===== src/rtl/uart_parity_engine.sv =====
// UART parity unit: TX parity generation from a latched word,
// RX serial parity accumulation/check with saturating error count.
module uart_parity_engine #(
  parameter int DATAWIDTH = 8,
  parameter int LEN_W     = 4,
  parameter int ERR_CNT_W = 8
) (
  input  logic                 clk,
  input  logic                 rst,
  input  logic                 data_valid,
  input  logic [DATAWIDTH-1:0] P_DATA,
  input  logic [2:0]           par_mode,
  input  logic [LEN_W-1:0]     data_len,
  output logic                 par_bit,
  output logic                 par_en,
  input  logic                 rx_start,
  input  logic                 rx_bit_valid,
  input  logic                 rx_bit,
  output logic                 chk_busy,
  output logic                 chk_done,
  output logic                 par_err,
  input  logic                 err_clr,
  output logic [ERR_CNT_W-1:0] err_cnt
);

  typedef enum logic [1:0] {
    IDLE,
    DATA,
    PARITY
  } state_t;

  function automatic logic [DATAWIDTH-1:0] len_mask(
    input logic [LEN_W-1:0] l
  );
    logic [DATAWIDTH-1:0] m;
    for (int i = 0; i < DATAWIDTH; i++)
      m[i] = (LEN_W'(i) < l);
    return m;
  endfunction

  function automatic logic has_par(input logic [2:0] m);
    return (m >= 3'd1) && (m <= 3'd4);
  endfunction

  logic [LEN_W-1:0] len_eff;

  assign len_eff =
    (data_len == '0 || data_len > LEN_W'(DATAWIDTH))
    ? LEN_W'(DATAWIDTH) : data_len;

  // TX side
  logic [DATAWIDTH-1:0] tx_data;
  logic [2:0]           tx_mode;
  logic [LEN_W-1:0]     tx_len;
  logic                 tx_xor;

  always_ff @(posedge clk or posedge rst) begin
    if (rst) begin
      tx_data <= '0;
      tx_mode <= '0;
      tx_len  <= '0;
    end else if (data_valid) begin
      tx_data <= P_DATA & len_mask(len_eff);
      tx_mode <= par_mode;
      tx_len  <= len_eff;
    end
  end

  assign tx_xor = ^(tx_data & len_mask(tx_len));

  always_comb begin
    par_bit = 1'b0;
    case (tx_mode)
      3'd1:    par_bit = tx_xor;
      3'd2:    par_bit = ~tx_xor;
      3'd3:    par_bit = 1'b1;
      default: par_bit = 1'b0;
    endcase
  end

  assign par_en = has_par(tx_mode);

  // RX checker
  state_t           state_q, state_d;
  logic [2:0]       mode_q, mode_d;
  logic [LEN_W-1:0] len_q, len_d;
  logic [LEN_W-1:0] cnt_q, cnt_d;
  logic             acc_q, acc_d;
  logic             done_d, err_d;
  logic             exp_bit;

  always_comb begin
    exp_bit = 1'b0;
    case (mode_q)
      3'd1:    exp_bit = acc_q;
      3'd2:    exp_bit = ~acc_q;
      3'd3:    exp_bit = 1'b1;
      default: exp_bit = 1'b0;
    endcase
  end

  always_comb begin
    state_d = state_q;
    mode_d  = mode_q;
    len_d   = len_q;
    cnt_d   = cnt_q;
    acc_d   = acc_q;
    done_d  = 1'b0;
    err_d   = 1'b0;
    if (rx_start) begin
      state_d = DATA;
      mode_d  = par_mode;
      len_d   = len_eff;
      cnt_d   = '0;
      acc_d   = 1'b0;
    end else begin
      case (state_q)
        DATA: if (rx_bit_valid) begin
          acc_d = acc_q ^ rx_bit;
          cnt_d = cnt_q + 1'b1;
          if (cnt_d == len_q) begin
            if (has_par(mode_q)) begin
              state_d = PARITY;
            end else begin
              state_d = IDLE;
              done_d  = 1'b1;
            end
          end
        end
        PARITY: if (rx_bit_valid) begin
          state_d = IDLE;
          done_d  = 1'b1;
          err_d   = (rx_bit != exp_bit);
        end
        default: state_d = IDLE;
      endcase
    end
  end

  always_ff @(posedge clk or posedge rst) begin
    if (rst) begin
      state_q  <= IDLE;
      mode_q   <= '0;
      len_q    <= '0;
      cnt_q    <= '0;
      acc_q    <= 1'b0;
      chk_done <= 1'b0;
      par_err  <= 1'b0;
    end else begin
      state_q  <= state_d;
      mode_q   <= mode_d;
      len_q    <= len_d;
      cnt_q    <= cnt_d;
      acc_q    <= acc_d;
      chk_done <= done_d;
      par_err  <= err_d;
    end
  end

  assign chk_busy = (state_q != IDLE);

  always_ff @(posedge clk or posedge rst) begin
    if (rst)
      err_cnt <= '0;
    else if (err_clr)
      err_cnt <= '0;
    else if (par_err && err_cnt != '1)
      err_cnt <= err_cnt + 1'b1;
  end

endmodule


===== config.mk =====
export PLATFORM = sky130hd
export DESIGN_NAME = uart_parity_engine
export DESIGN_NICKNAME = d
export VERILOG_FILES = /design/src/rtl/uart_parity_engine.sv
export SDC_FILE = /design/constraint.sdc
export NUM_CORES = 1
export LEC_CHECK = 0
export BUFFER_PORTS_ARGS = -buffer_cell sky130_fd_sc_hd__buf_2
export CELL_PAD_IN_SITES_DETAIL_PLACEMENT = 1
export CELL_PAD_IN_SITES_GLOBAL_PLACEMENT = 1
export CORE_MARGIN = 1
export CORE_UTILIZATION = 46
export CTS_CLUSTER_SIZE = 12
export DETAILED_ROUTE_END_ITERATION = 10
export GPL_TIMING_DRIVEN = 0
export PLACE_DENSITY = 0.88
export SLEW_MARGIN = 25
export SYNTH_ARGS = -nofsm -noshare
export SYNTH_HDL_FRONTEND = slang
export SYNTH_SLANG_ARGS = --single-unit

===== constraint.sdc =====
create_clock -name clk -period 5.2 [get_ports clk]
set_input_delay 1.04 -clock clk [delete_from_list [all_inputs] [get_ports clk]]
set_output_delay 1.04 -clock clk [all_outputs]
set_load 0.02 [all_outputs]

==> Word level (Yosys, flattened, before mapping) <==
Index checks and enable logic that the tools add are counted.
{ "op_classes": {"add_sub_neg": 2, "magnitude_cmp": 21, "eq_ne": 14, "mux": 26, "n_bitwise": 5, "reduce_logical": 12} }
{ "op_table": {"columns": ["op", "n"], "rows": [
  ["3-bit by 4-bit < comparator with 1-bit output, first input constant", 8],
  ["8-bit bitwise AND", 2],
  ["1-bit by 4-bit < comparator with 1-bit output, first input constant", 4],
  ["2-bit by 4-bit < comparator with 1-bit output, first input constant", 4],
  ["4-bit 2-to-1 mux", 4],
  ["8-bit 2-to-1 mux", 2],
  ["3-bit by 2-bit == test with 1-bit output, second input constant", 4],
  ["1-bit 2-to-1 mux", 11],
  ["2-bit 2-to-1 mux", 5],
  ["3-bit != test, second input constant", 3],
  ["8-bit by 1-bit adder with 8-bit output, second input constant", 1],
  ["8-bit != test, second input constant", 1],
  ["2-bit nonzero test", 4],
  ["8-bit parity", 1],
  ["3-bit by 1-bit == test with 1-bit output, second input constant", 2],
  ["3-bit by 1-bit greater-or-equal comparator with 1-bit output, second input constant", 2],
  ["3-bit <= comparator, second input constant", 2],
  ["1-bit one-hot mux with 3 select lines", 2],
  ["4-bit by 1-bit adder with 4-bit output, second input constant", 1],
  ["4-bit == test", 1],
  ["4-bit > comparator, second input constant", 1],
  ["4-bit logical NOT", 1],
  ["2-bit one-hot mux with 2 select lines", 1],
  ["1-bit logical AND", 3],
  ["other kinds (9)", 10]
]} }
{ "word_totals": {"regBits": 39} }

==> Longest topological paths before layout <==
{ "logic_depth": {"word_depth": 7, "mapped_depth": 6, "depth_no_buf": 6} }

==> Worst setup path after synthesis <==
Ideal clock, no wire load.
{ "synth_timing": {"path_type": "reg2out", "start": "register tx_len[3]", "end": "output par_bit", "arrival_time_ps": 1454, "t_required_ps": 4160, "setup_slack_ps": 2706, "stages_incl_launch_ff": 6, "path_buffers": 0, "cell_sequence": "dfrtp_1 nor2_2 mux2i_2 nor3_1 o41ai_1 nand2_1"} }
{ "synth_via": {"elab_chain_cells": 5, "elab_cells_between_ends": 12, "cone_classes": "8 x order compare; 1 x mux; 2 x bitwise; 1 x reduce/logical"} }
{ "synth_rtl": {"columns": ["element", "line_no", "rtl"], "rows": [
  ["from (decl)", "54", "logic [LEN_W-1:0] tx_len;"],
  ["from (signal assigned)", "65", "tx_len <= len_eff;"],
  ["1-bit by 4-bit < comparator with 1-bit output (tied with other cells)", "37", "m[i] = (LEN_W'(i) < l);"],
  ["8-bit bitwise AND (*)", "69", "assign tx_xor = ^(tx_data & len_mask(tx_len));"],
  ["8-bit parity (*)", "69", null],
  ["1-bit NOT", "75", "3'd2: par_bit = ~tx_xor;"],
  ["1-bit one-hot mux with 3 select lines (*)", "73", "case (tx_mode)"],
  ["to (decl)", "14", "output logic par_bit,"]
]} }
Mark *: on every way between the ends. The rest lies on a longest branch, timed or not.

==> Worst setup path in the final report <==
Ends and elaborated chain as after synthesis.

==> results by group <==
Setup path
  • CP max-delay cell: dfrtp_1
  • Crit path buf inv count: 1
  • CP cell instances: nor2_2 -> mux2i_2 -> nor3_1 -> o41ai_1 -> nand2_1 -> buf_2
  • CP Data Arrival Time: 2.00 ns
  • Critical path type: flip-flop to output port
  • Worst Path Required: 4.16 ns
  • Crit path max fanout: 8
  • Startpoint types: flip-flop
  • Crit path largest cell delay: 0.48 ns
  • CP endpoint kind: output port
  • CP delay by family, top: flip-flops

Power
  • Leak Pwr: 1.10 nW
  • Comb power frac: 21.6%
  • Sw Ratio: 30.5%
  • Peak VDD IR: 0.153 mV
  • Pint: 0.000489 W
  • Flop pwr share: 49.8%
  • P_sw: 0.000215 W
  • Power share of the clock group: 28.6%
  • Pwr Density: 289 nW/um^2

Drt
  • Post-Route WL: 4800 um
  • DR vias/cell: 5.52
  • Post-route ant nets: 0
  • Drt pass-1 iters: 4
  • DRT iter0 DRCs: 35
  • WL per Instance: 15.9 um
  • DRC: 0
  • Routed via count: 1668

STA
  • Clk_skew: 0.00272 ns
  • Tmin final: 3.04 ns
  • Worst Setup Slack, final: 2.16 ns
  • Max Slew Vio Count: 0
  • Endpoints failing setup: 0
  • Final TNS setup: 0 ns
  • Worst-margin pin slew: 0.478 ns
  • RSZ-0062 raised after global routing: false
  • Max_slew headroom: 68.1%
  • Fmax: 0.329 GHz
  • Crit share post-route: 58.4%
  • Fin. Hold Viols: 0

Floorplan
  • Row cnt: 24
  • Die W: 69.6 um
  • Num ports: 35
  • Starting density of the core: 48.0%
  • Die H: 69.6 um
  • CORE AREA: 4380 um^2
  • Die ar.: 4850 um^2

Finish
  • Share of cells above drive strength 1: 24.4%
  • Nets: 276
  • Synth-to-layout area growth: 15.5%
  • Fillers: 517
  • Ant diodes: 0
  • Area of the multi-input gates: 1060 um^2
  • Final Instance Area: 2430 um^2
  • Post-Layout Cell Count: 302
  • Area occupied by registers: 976 um^2
  • Core Util, Final: 55.5%

Clock network
  • Post_cts resized: 0
  • Clock tree from TritonCTS: built
  • Cts bufs inserted: 5
  • H-tree depth: 2
  • CTS Hold Buffers Added: 0
  • Post-CTS Setup Bufs: 0
  • Clock slew at reported path FFs: 0.08 ns
  • Num Clock Sinks: 39
  • Root Buffer Master: clkbuf_8
  • Worst-skew pair later-pin latency: 0.30 ns
  • CTS Buffer Depth: 2

Yosys
  • Post-synthesis sequential area ratio: 46.4%
  • Flops & latches, synth: 39
  • Area of the mapped netlist: 2100 um^2
  • Synthesized area per cell: 10.1 um^2
  • Count of cell types in the netlist: 38
  • Yosys warns: 0
  • Gate Count Post-Synth: 209
  • Mapped Nets: 236

Job
  • Max Cap Viol: 0

Placement
  • Dpl cell area: 2350 um^2
  • Final HPWL DP: 3740 um
  • Setup WS pre-CTS: 2.49 ns
  • DP Cell Count: 294
  • I/O Buffers: 32
  • GP Congestion: 0.760

Global routing
  • First-pass GRT wire length: 8470 um
  • GR Overflow Total: 0
  • Initial antenna violation count: 0
  • Vias in the first global route: 1789
  • Total global-route track usage: 22.5%
  • Largest net degree at the start of global routing: 27

Status
  • Status: finished clean

Hold path
  • Hold WC Path Type: flip-flop to flip-flop
sequential cells by signal, indices dropped and copies added, names as in the netlist:
| name | count |
|---|---|
| acc_q | 1 |
| chk_done | 1 |
| cnt_q | 4 |
| err_cnt | 8 |
| len_q | 4 |
| mode_q | 3 |
| par_err | 1 |
| state_q | 2 |
| tx_data | 8 |
| tx_len | 4 |
| tx_mode | 3 |
routing by layer:
layer / up-vias / track usage, % / part of all wire (%)
met1: 820 / 27.6 / 44
met5: - / 0 / 0
met4: 0 / 10.2 / 2.4
met3: 10 / 3.49 / 3.0
met2: 33 / 39.1 / 51
li1: 805 / - / -
area by class of cell:
type	instances	share of cell area [%]
Clock buffer	7	3.14
Clock inverter	1	0.206
Sequential cell	39	40.1
Tap cell	52	2.68
Buffer	5	0.772
Timing Repair Buffer	33	7.41
Inverter	12	1.85
Multi-Input combinational cell	153	43.8
through the flow:
| step | hold WS, ns | total power, W |
|---|---|---|
| after global placement | 0.505 | 0.000497 |
| after floorplan | 0.479 | 0.000461 |
| after global routing | 0.551 | 0.000741 |
| after detailed placement | 0.522 | 0.000510 |
| final | 0.540 | 0.000703 |
| after CTS | 0.539 | 0.000710 |
kinds of logic (layout without fill, tap and decap cells):
kind of cell | after synthesis | after routing | share of synthesized area [%]
compound gates | 32 | 32 | 9.93
xor+xnor | 24 | 24 | 9.99
fa+ha+maj | 5 | 5 | 2.97
buf+inv | 17 | 58 | 3.03
flops | 39 | 39 | 46.4
mux | 19 | 19 | 10.1
simple gates | 73 | 73 | 17.6
worst paths after layout:
path	start	slack, ns	to	cells past startpoint
min in group asynchronous	rst	0.69	err_cnt[3]	2
hold / removal	len_q[1]	0.54	len_q[1]	1
setup / recovery	tx_len[3]	2.16	par_bit	6
setup reg to reg	cnt_q[0]	3.33	state_q[1]	6
hold reg to reg	len_q[1]	0.54	len_q[1]	1
max in group asynchronous	rst	4.07	cnt_q[2]	3
layout by cell type (no fill, tap or decap), types with 6 or more instances in the layout:
| cell | count |
|---|---|
| a21oi_1 | 9 |
| buf_2 | 32 |
| clkbuf_1 | 6 |
| dfrtp_1 | 39 |
| inv_1 | 11 |
| mux2_2 | 15 |
| nand2_1 | 12 |
| nand3_1 | 10 |
| nor2_1 | 18 |
| nor3_1 | 11 |
| o21ai_0 | 8 |
| xnor2_1 | 14 |
| xor2_1 | 10 |
power by group through the flow:
stage	sequential, W	clock (W)	combinational (W)
after floorplan	0.000348	0	0.000112
final	0.000350	0.000201	0.000152
after global placement	0.000353	0	0.000143
after CTS	0.000350	0.000206	0.000155
after global routing	0.000353	0.000217	0.000170
after detailed placement	0.000356	0	0.000154
synthesized netlist by cell type:
| master | n | area, um^2 |
|---|---|---|
| dfrtp_1 | 39 | 976 |
| nor2_1 | 18 | 67.6 |
| mux2_2 | 15 | 169 |
| xnor2_1 | 14 | 123 |
| inv_1 | 12 | 45.0 |
| nand2_1 | 12 | 45.0 |
| nor3_1 | 11 | 55.1 |
| nand3_1 | 10 | 50.1 |
| xor2_1 | 10 | 87.6 |
| a21oi_1 | 9 | 45.0 |
| o21ai_0 | 8 | 40.0 |
| ha_1 | 5 | 62.6 |
| nand2b_1 | 5 | 31.3 |
| clkbuf_1 | 4 | 15.0 |
| o311ai_0 | 4 | 35.0 |
| and3_1 | 3 | 18.8 |
| mux2i_1 | 3 | 30.0 |
| nor2b_1 | 3 | 18.8 |
| nand4_1 | 2 | 12.5 |
| o21a_1 | 2 | 15.0 |
| o41ai_1 | 2 | 17.5 |
| or3_1 | 2 | 12.5 |
| a21o_1 | 1 | 7.51 |
| a2bb2oi_1 | 1 | 8.76 |
| a31o_2 | 1 | 8.76 |
| a31oi_2 | 1 | 12.5 |
| and4_1 | 1 | 8.76 |
| buf_1 | 1 | 3.75 |
| mux2i_2 | 1 | 13.8 |
| nand4b_1 | 1 | 8.76 |
| nor2_2 | 1 | 6.26 |
| nor3_2 | 1 | 10.0 |
| nor4bb_1 | 1 | 10.0 |
| o211ai_1 | 1 | 7.51 |
| o21ai_1 | 1 | 5.00 |
| o22ai_1 | 1 | 6.26 |
| or2_2 | 1 | 6.26 |
| or3b_1 | 1 | 8.76 |
(Power assumes the default switching activity.)
